===== src/rtl/mx_pkg.sv =====
// mx_pkg: shared MXINT8 widths, E8M0/int8 code points and packer state encoding.
package mx_pkg;
   localparam int SCALE_WIDTH = 8;
   localparam int MXINT8_ELEMENT_WIDTH = 8;
   localparam int BLOCK_SIZE = 32;
   localparam logic [7:0] E8M0_NAN = 8'hFF;
   localparam logic [7:0] E8M0_MAX = 8'hFE;
   localparam logic signed [7:0] MXINT8_MAX = 8'sd127;
   localparam logic [7:0] MXINT8_UNUSED = 8'h80;
   typedef enum logic [1:0] {COLLECT, NORM, EMIT} t_packer_state;
endpackage


===== src/rtl/mxint8_block_packer_elem_round.sv =====
// mxint8_elem_round: arithmetic right shift with round-half-away-from-zero, saturated to [-127,127].
module mxint8_elem_round
   import mx_pkg::*;
#(
   parameter int IN_W = 10,
   parameter int SHIFT_W = 2
) (
   input  logic [IN_W-1:0]                 v,
   input  logic [SHIFT_W-1:0]              s,
   output logic [MXINT8_ELEMENT_WIDTH-1:0] q
);
   logic neg;
   logic [IN_W:0] mag;
   logic [IN_W:0] half;
   logic [IN_W:0] rnd;
   logic [7:0] sat;
   logic [7:0] res;
   always_comb begin
      neg  = v[IN_W-1];
      mag  = neg ? (~{1'b1, v} + 1'b1) : {1'b0, v};
      half = (s == '0) ? '0 : ((IN_W+1)'(1) << (s - 1'b1));
      rnd  = (mag + half) >> s;
      sat  = (rnd > (IN_W+1)'(MXINT8_MAX)) ? MXINT8_MAX : rnd[7:0];
      res  = neg ? -sat : sat;
      q    = (res == MXINT8_UNUSED) ? (res | 8'h01) : res;
   end
endmodule


===== src/rtl/mxint8_block_packer.sv =====
// mxint8_block_packer: buffers one block of widened sums, renormalises to int8 and emits a packed MXINT8 vector.
module mxint8_block_packer
   import mx_pkg::*;
#(
   parameter int BLOCK_SIZE = mx_pkg::BLOCK_SIZE,
   parameter int IN_W = 10,
   parameter int SHIFT_W = 2
) (
   input  logic                                       clk,
   input  logic                                       rst,
   input  logic                                       in_valid,
   output logic                                       in_ready,
   input  logic [IN_W-1:0]                            in_element,
   input  logic [SCALE_WIDTH-1:0]                     in_scale,
   output logic                                       out_valid,
   input  logic                                       out_ready,
   output logic [SCALE_WIDTH-1:0]                     out_scale,
   output logic [BLOCK_SIZE*MXINT8_ELEMENT_WIDTH-1:0] out_elements,
   output logic [SHIFT_W-1:0]                         out_shift
);
   localparam int CNT_W = (BLOCK_SIZE > 1) ? $clog2(BLOCK_SIZE) : 1;
   localparam int M_W = IN_W - 7;
   t_packer_state state_q, state_d;
   logic [CNT_W-1:0] cnt_q, cnt_d;
   logic [M_W-1:0] mask_q, mask_d;
   logic [SCALE_WIDTH-1:0] scale_q, scale_d;
   logic [IN_W-1:0] buf_q [BLOCK_SIZE];
   logic [IN_W-1:0] buf_d [BLOCK_SIZE];
   logic in_ready_q, in_ready_d;
   logic out_valid_q, out_valid_d;
   logic [SCALE_WIDTH-1:0] out_scale_q, out_scale_d;
   logic [BLOCK_SIZE*MXINT8_ELEMENT_WIDTH-1:0] out_elements_q, out_elements_d;
   logic [SHIFT_W-1:0] out_shift_q, out_shift_d;
   logic [SHIFT_W-1:0] shift;
   logic [8:0] sum9;
   logic last;
   logic [MXINT8_ELEMENT_WIDTH-1:0] rounded [BLOCK_SIZE];

   for (genvar g = 0; g < BLOCK_SIZE; g++) begin : g_round
      mxint8_elem_round #(.IN_W(IN_W), .SHIFT_W(SHIFT_W)) u_round (
         .v(buf_q[g]),
         .s(shift),
         .q(rounded[g])
      );
   end

   // Mask bit j flags an element whose bit 7+j differs from its sign, so s is one past the highest set bit.
   always_comb begin
      shift = '0;
      for (int j = 0; j < M_W; j++) if (mask_q[j]) shift = SHIFT_W'(j + 1);
   end

   assign sum9 = {1'b0, scale_q} + 9'(shift);
   assign last = cnt_q == CNT_W'(BLOCK_SIZE - 1);

   always_comb begin
      state_d        = state_q;
      cnt_d          = cnt_q;
      mask_d         = mask_q;
      scale_d        = scale_q;
      buf_d          = buf_q;
      in_ready_d     = in_ready_q;
      out_valid_d    = out_valid_q;
      out_scale_d    = out_scale_q;
      out_elements_d = out_elements_q;
      out_shift_d    = out_shift_q;
      if (state_q == COLLECT && in_valid) begin
         buf_d[cnt_q] = in_element;
         mask_d       = ((cnt_q == '0) ? '0 : mask_q) | (in_element[IN_W-1:7] ^ {M_W{in_element[IN_W-1]}});
         scale_d      = (cnt_q == '0) ? in_scale : scale_q;
         cnt_d        = last ? '0 : cnt_q + 1'b1;
         state_d      = last ? NORM : COLLECT;
         in_ready_d   = !last;
      end
      if (state_q == NORM) begin
         for (int i = 0; i < BLOCK_SIZE; i++) out_elements_d[8*i +: 8] = rounded[i];
         out_shift_d = shift;
         out_scale_d = (scale_q == E8M0_NAN || sum9 > {1'b0, E8M0_MAX}) ? E8M0_NAN : sum9[7:0];
         out_valid_d = 1'b1;
         state_d     = EMIT;
      end
      if (state_q == EMIT && out_ready) begin
         out_valid_d = 1'b0;
         in_ready_d  = 1'b1;
         state_d     = COLLECT;
      end
   end

   always_ff @(posedge clk) begin
      if (rst) begin
         state_q        <= COLLECT;
         cnt_q          <= '0;
         mask_q         <= '0;
         scale_q        <= '0;
         in_ready_q     <= 1'b1;
         out_valid_q    <= 1'b0;
         out_scale_q    <= '0;
         out_elements_q <= '0;
         out_shift_q    <= '0;
      end else begin
         state_q        <= state_d;
         cnt_q          <= cnt_d;
         mask_q         <= mask_d;
         scale_q        <= scale_d;
         in_ready_q     <= in_ready_d;
         out_valid_q    <= out_valid_d;
         out_scale_q    <= out_scale_d;
         out_elements_q <= out_elements_d;
         out_shift_q    <= out_shift_d;
      end
   end

   always_ff @(posedge clk) buf_q <= buf_d;

   assign in_ready     = in_ready_q;
   assign out_valid    = out_valid_q;
   assign out_scale    = out_scale_q;
   assign out_elements = out_elements_q;
   assign out_shift    = out_shift_q;
endmodule


===== config.mk =====
export PLATFORM = sky130hd
export DESIGN_NAME = mxint8_block_packer
export DESIGN_NICKNAME = d
export VERILOG_FILES = /design/src/rtl/mx_pkg.sv /design/src/rtl/mxint8_block_packer_elem_round.sv /design/src/rtl/mxint8_block_packer.sv
export SDC_FILE = /design/constraint.sdc
export NUM_CORES = 2
export LEC_CHECK = 0
export ABC_AREA = 1
export CAP_MARGIN = 20
export CORE_ASPECT_RATIO = 0.9
export CORE_MARGIN = 2
export CORE_UTILIZATION = 30
export CTS_CLUSTER_SIZE = 28
export DETAILED_ROUTE_END_ITERATION = 10
export GPL_ROUTABILITY_DRIVEN = 0
export GPL_TIMING_DRIVEN = 1
export HOLD_SLACK_MARGIN = 0.12
export PLACE_DENSITY = 0.57
export SYNTH_ARGS = -nofsm -noshare
export SYNTH_HDL_FRONTEND = slang
export SYNTH_SLANG_ARGS = --single-unit

===== constraint.sdc =====
create_clock -name clk -period 8.7 [get_ports clk]
set_clock_uncertainty 0.1 [all_clocks]
set_input_delay 0.87 -clock clk [delete_from_list [all_inputs] [get_ports clk]]
set_output_delay 0.87 -clock clk [all_outputs]
set_load 0.1 [all_outputs]

==> impl_metrics.env <==
export IMPL_synth_most_common_cell="nand2_1"
export IMPL_synth_async_reset_ratio=0
export IMPL_crit_arrival_ps=5350
export IMPL_dp_cells=8513
export IMPL_syn_to_final_growth_pct=16.4
export IMPL_die_h_um=373
export IMPL_instances_no_fill=8660
export IMPL_fin_crit_sh=0.565
export IMPL_cp_startpoint="mask_q[0]"
export IMPL_ys_seq_area_frac=0.338
export IMPL_wirelength_um=138000
export IMPL_slew_violations=0
export IMPL_grt_pass1_vias=39200
export IMPL_rsz0062_at_grt="no"
export IMPL_cts_root_buffer="clkbuf_16"
export IMPL_grt_pass1_wl_um=213000
export IMPL_cts_hold_buf=0
export IMPL_irDropWorstVdd_uv=135
export IMPL_clk_path_buf_depth=3
export IMPL_die_area_um2=154000
export IMPL_period_minus_slack_ps=4920
export IMPL_cts_buffers=76
export IMPL_netlist_instances=6374
export IMPL_maxCapViolCount=0
export IMPL_vias=42100
export IMPL_r2r_end="out_elements[148]"
export IMPL_rows=135
export IMPL_cp_max_fo=60
export IMPL_clkTransAtPathRegs_ps=60
export IMPL_relSlewSlack=0.235
export IMPL_io_pins=290
export IMPL_tns_ps=0
export IMPL_initial_core_util=0.301
export IMPL_ant_nets=0
export IMPL_grt_overflow_total=0
export IMPL_port_buffers=289
export IMPL_drt_pass1_iter_count=6
export IMPL_drive_gt1_frac=0.0669
export IMPL_synthTopCellsByCount="nand2_1, inv_1, nor2_1"
export IMPL_place_ws_ps=3820
export IMPL_ys_seq_elements=605
export IMPL_outcome="finished clean"
export IMPL_fmax_ghz=0.203
export IMPL_rrSetupSlack_ps=3780
export IMPL_drc_errors=0
export IMPL_grt_antenna_before_repair=9
export IMPL_synth_area_leader_cell="edfxtp_1"
export IMPL_die_w_um=413
export IMPL_hold_path_class="flop to flop"
export IMPL_required_ps=9140
export IMPL_cts_resized=0
export IMPL_design_area_um2=52700
export IMPL_ys_flop_type="edfxtp_1"
export IMPL_clkLatencyLatePin_ps=700
export IMPL_final_hold_viol_count=0
export IMPL_routed_via_density=4.86
export IMPL_synth_top_area_frac=0.212
export IMPL_grtUsageTotal=0.174
export IMPL_worst_setup_path_type="flop to flop"
export IMPL_reg2reg_depth=19
export IMPL_tightest_slew_ps=1140
export IMPL_cts_tree="built"
export IMPL_htreeDepth=3
export IMPL_netlist_area_um2=45300
export IMPL_synthTopCellsByArea="edfxtp_1, nand2_1, dfxtp_1"
export IMPL_regArea_um2=15300
export IMPL_layout_setup_ws_ps=3780
export IMPL_dp_hpwl_um=92800
export IMPL_setup_viol=0
export IMPL_yosys_warnings=0
export IMPL_p_per_area_nw_per_um2=144
export IMPL_synth_edff_count=320
export IMPL_core_area_um2=150000
export IMPL_fillers=15600
export IMPL_multi_input_area_um2=26100
export IMPL_post_synth_num_cell_types=68
export IMPL_r2r_start="mask_q[0]"
export IMPL_postCtsSetupBuffers=0
export IMPL_wl_per_cell_um=16.0
export IMPL_start_kind="flop"
export IMPL_first_iter_violations=2780
export IMPL_clock_sinks=605
export IMPL_p_leak_nw=23.5
export IMPL_endpoint="out_elements[148]"
export IMPL_end_kind="flop"
export IMPL_grt_max_degree=224
export IMPL_place_area_um2=50100
export IMPL_fin_nets=6826
export IMPL_syn_avg_cell_area_um2=7.10
-- through the flow --
step                utilization  total power [W]  hold WS [ps]
floorplan                     -          0.00403           351
global placement          0.334          0.00437           354
detailed placement        0.334          0.00438           360
CTS                       0.351          0.00768           369
global route              0.351          0.00794           403
finish                    0.351          0.00759           371
-- sequential cells by signal, indices dropped and copies added (netlist names) --
register and flops:
in_ready 1, out_elements 256, cnt_q 5, out_valid 1
out_shift 2, mask_q 2, buf_q 320, scale_q 8
state_q 2, out_scale 8
-- cells by family (layout without fill, tap and decap cells) --
logic type	count (synthesis)	after routing	share of synthesized area
compound gates	1099	1099	0.139
xor+xnor	330	330	0.0701
fa+ha+maj	199	199	0.0605
buf+inv	1068	1299	0.0911
flops	605	605	0.338
mux	2	2	0.000442
other cells	1	70	0.0000828
simple gates	3070	3070	0.300
-- worst min-delay path by stage --
stage / start / end / cells after the start
after floorplan: scale_q[5] / scale_q[5] / 2
after global placement: out_elements[48] / out_elements[48] / 2
after detailed placement: out_elements[216] / out_elements[216] / 2
after CTS: out_elements[216] / out_elements[216] / 2
after global routing: out_elements[48] / out_elements[48] / 2
final: out_elements[216] / out_elements[216] / 2
-- power by group --
part | internal (W) | switching (W) | leakage, nW
sequential | 0.00302 | 0.0000209 | 5.18
combinational | 0.000398 | 0.000895 | 17.0
clock | 0.00189 | 0.00136 | 1.25
-- cell type report --
| type | count | share of cell area |
|---|---|---|
| Clock inverter | 40 | 0.00840 |
| Timing Repair Buffer | 317 | 0.0586 |
| Multi-Input combinational cell | 4764 | 0.495 |
| Antenna cell | 6 | 0.000285 |
| Clock buffer | 101 | 0.0398 |
| Inverter | 841 | 0.0602 |
| Tap cell | 1986 | 0.0471 |
| Sequential cell | 605 | 0.291 |
-- worst max-delay path, stage by stage, from the launching register on --
cell,delay (ps)
dfxtp_1,510
inv_2,390
nor2_4,670
buf_4,740
ha_1,320
fa_1,220
a21oi_1,70
o21ai_0,320
nand3_1,180
o21bai_1,170
nand2_1,80
nand2_1,80
nand2_2,70
nand2_1,210
inv_2,70
nand2_1,90
nand2_1,90
nand2_1,110
xor2_1,140
a21oi_1,70
-- layout by cell type (no fill, tap or decap), types with 13 or more instances in the layout --
master           count
nand2_1           1589
inv_1              791
nor2_1             603
nand3_1            441
o21ai_0            410
edfxtp_1           320
a21oi_1            307
dfxtp_1            284
clkdlybuf4s50_1    277
xor2_1             240
ha_1               166
nand4_1            149
clkbuf_16           77
conb_1              64
o211ai_1            58
o21ai_1             58
a22oi_1             55
xnor2_1             52
o22ai_1             47
nand2_2             46
a31oi_1             44
nor2_2              42
nand3b_1            41
inv_2               37
nand3_2             36
fa_1                33
nor3_1              32
o221ai_1            31
xor2_2              30
buf_4               28
o21bai_1            23
clkinv_2            15
clkbuf_1            15
and2_1              13
o21ai_2             13
-- routing by layer --
| metal | part of all wire | track usage | vias to the layer above |
|---|---|---|---|
| met4 | 0.028 | 0.0514 | 6 |
| met2 | 0.45 | 0.288 | 960 |
| met1 | 0.46 | 0.233 | 19500 |
| met5 | 0.00030 | 0 | - |
| met3 | 0.055 | 0.0293 | 191 |
| li1 | - | - | 21500 |
(Power assumes the default switching activity.)
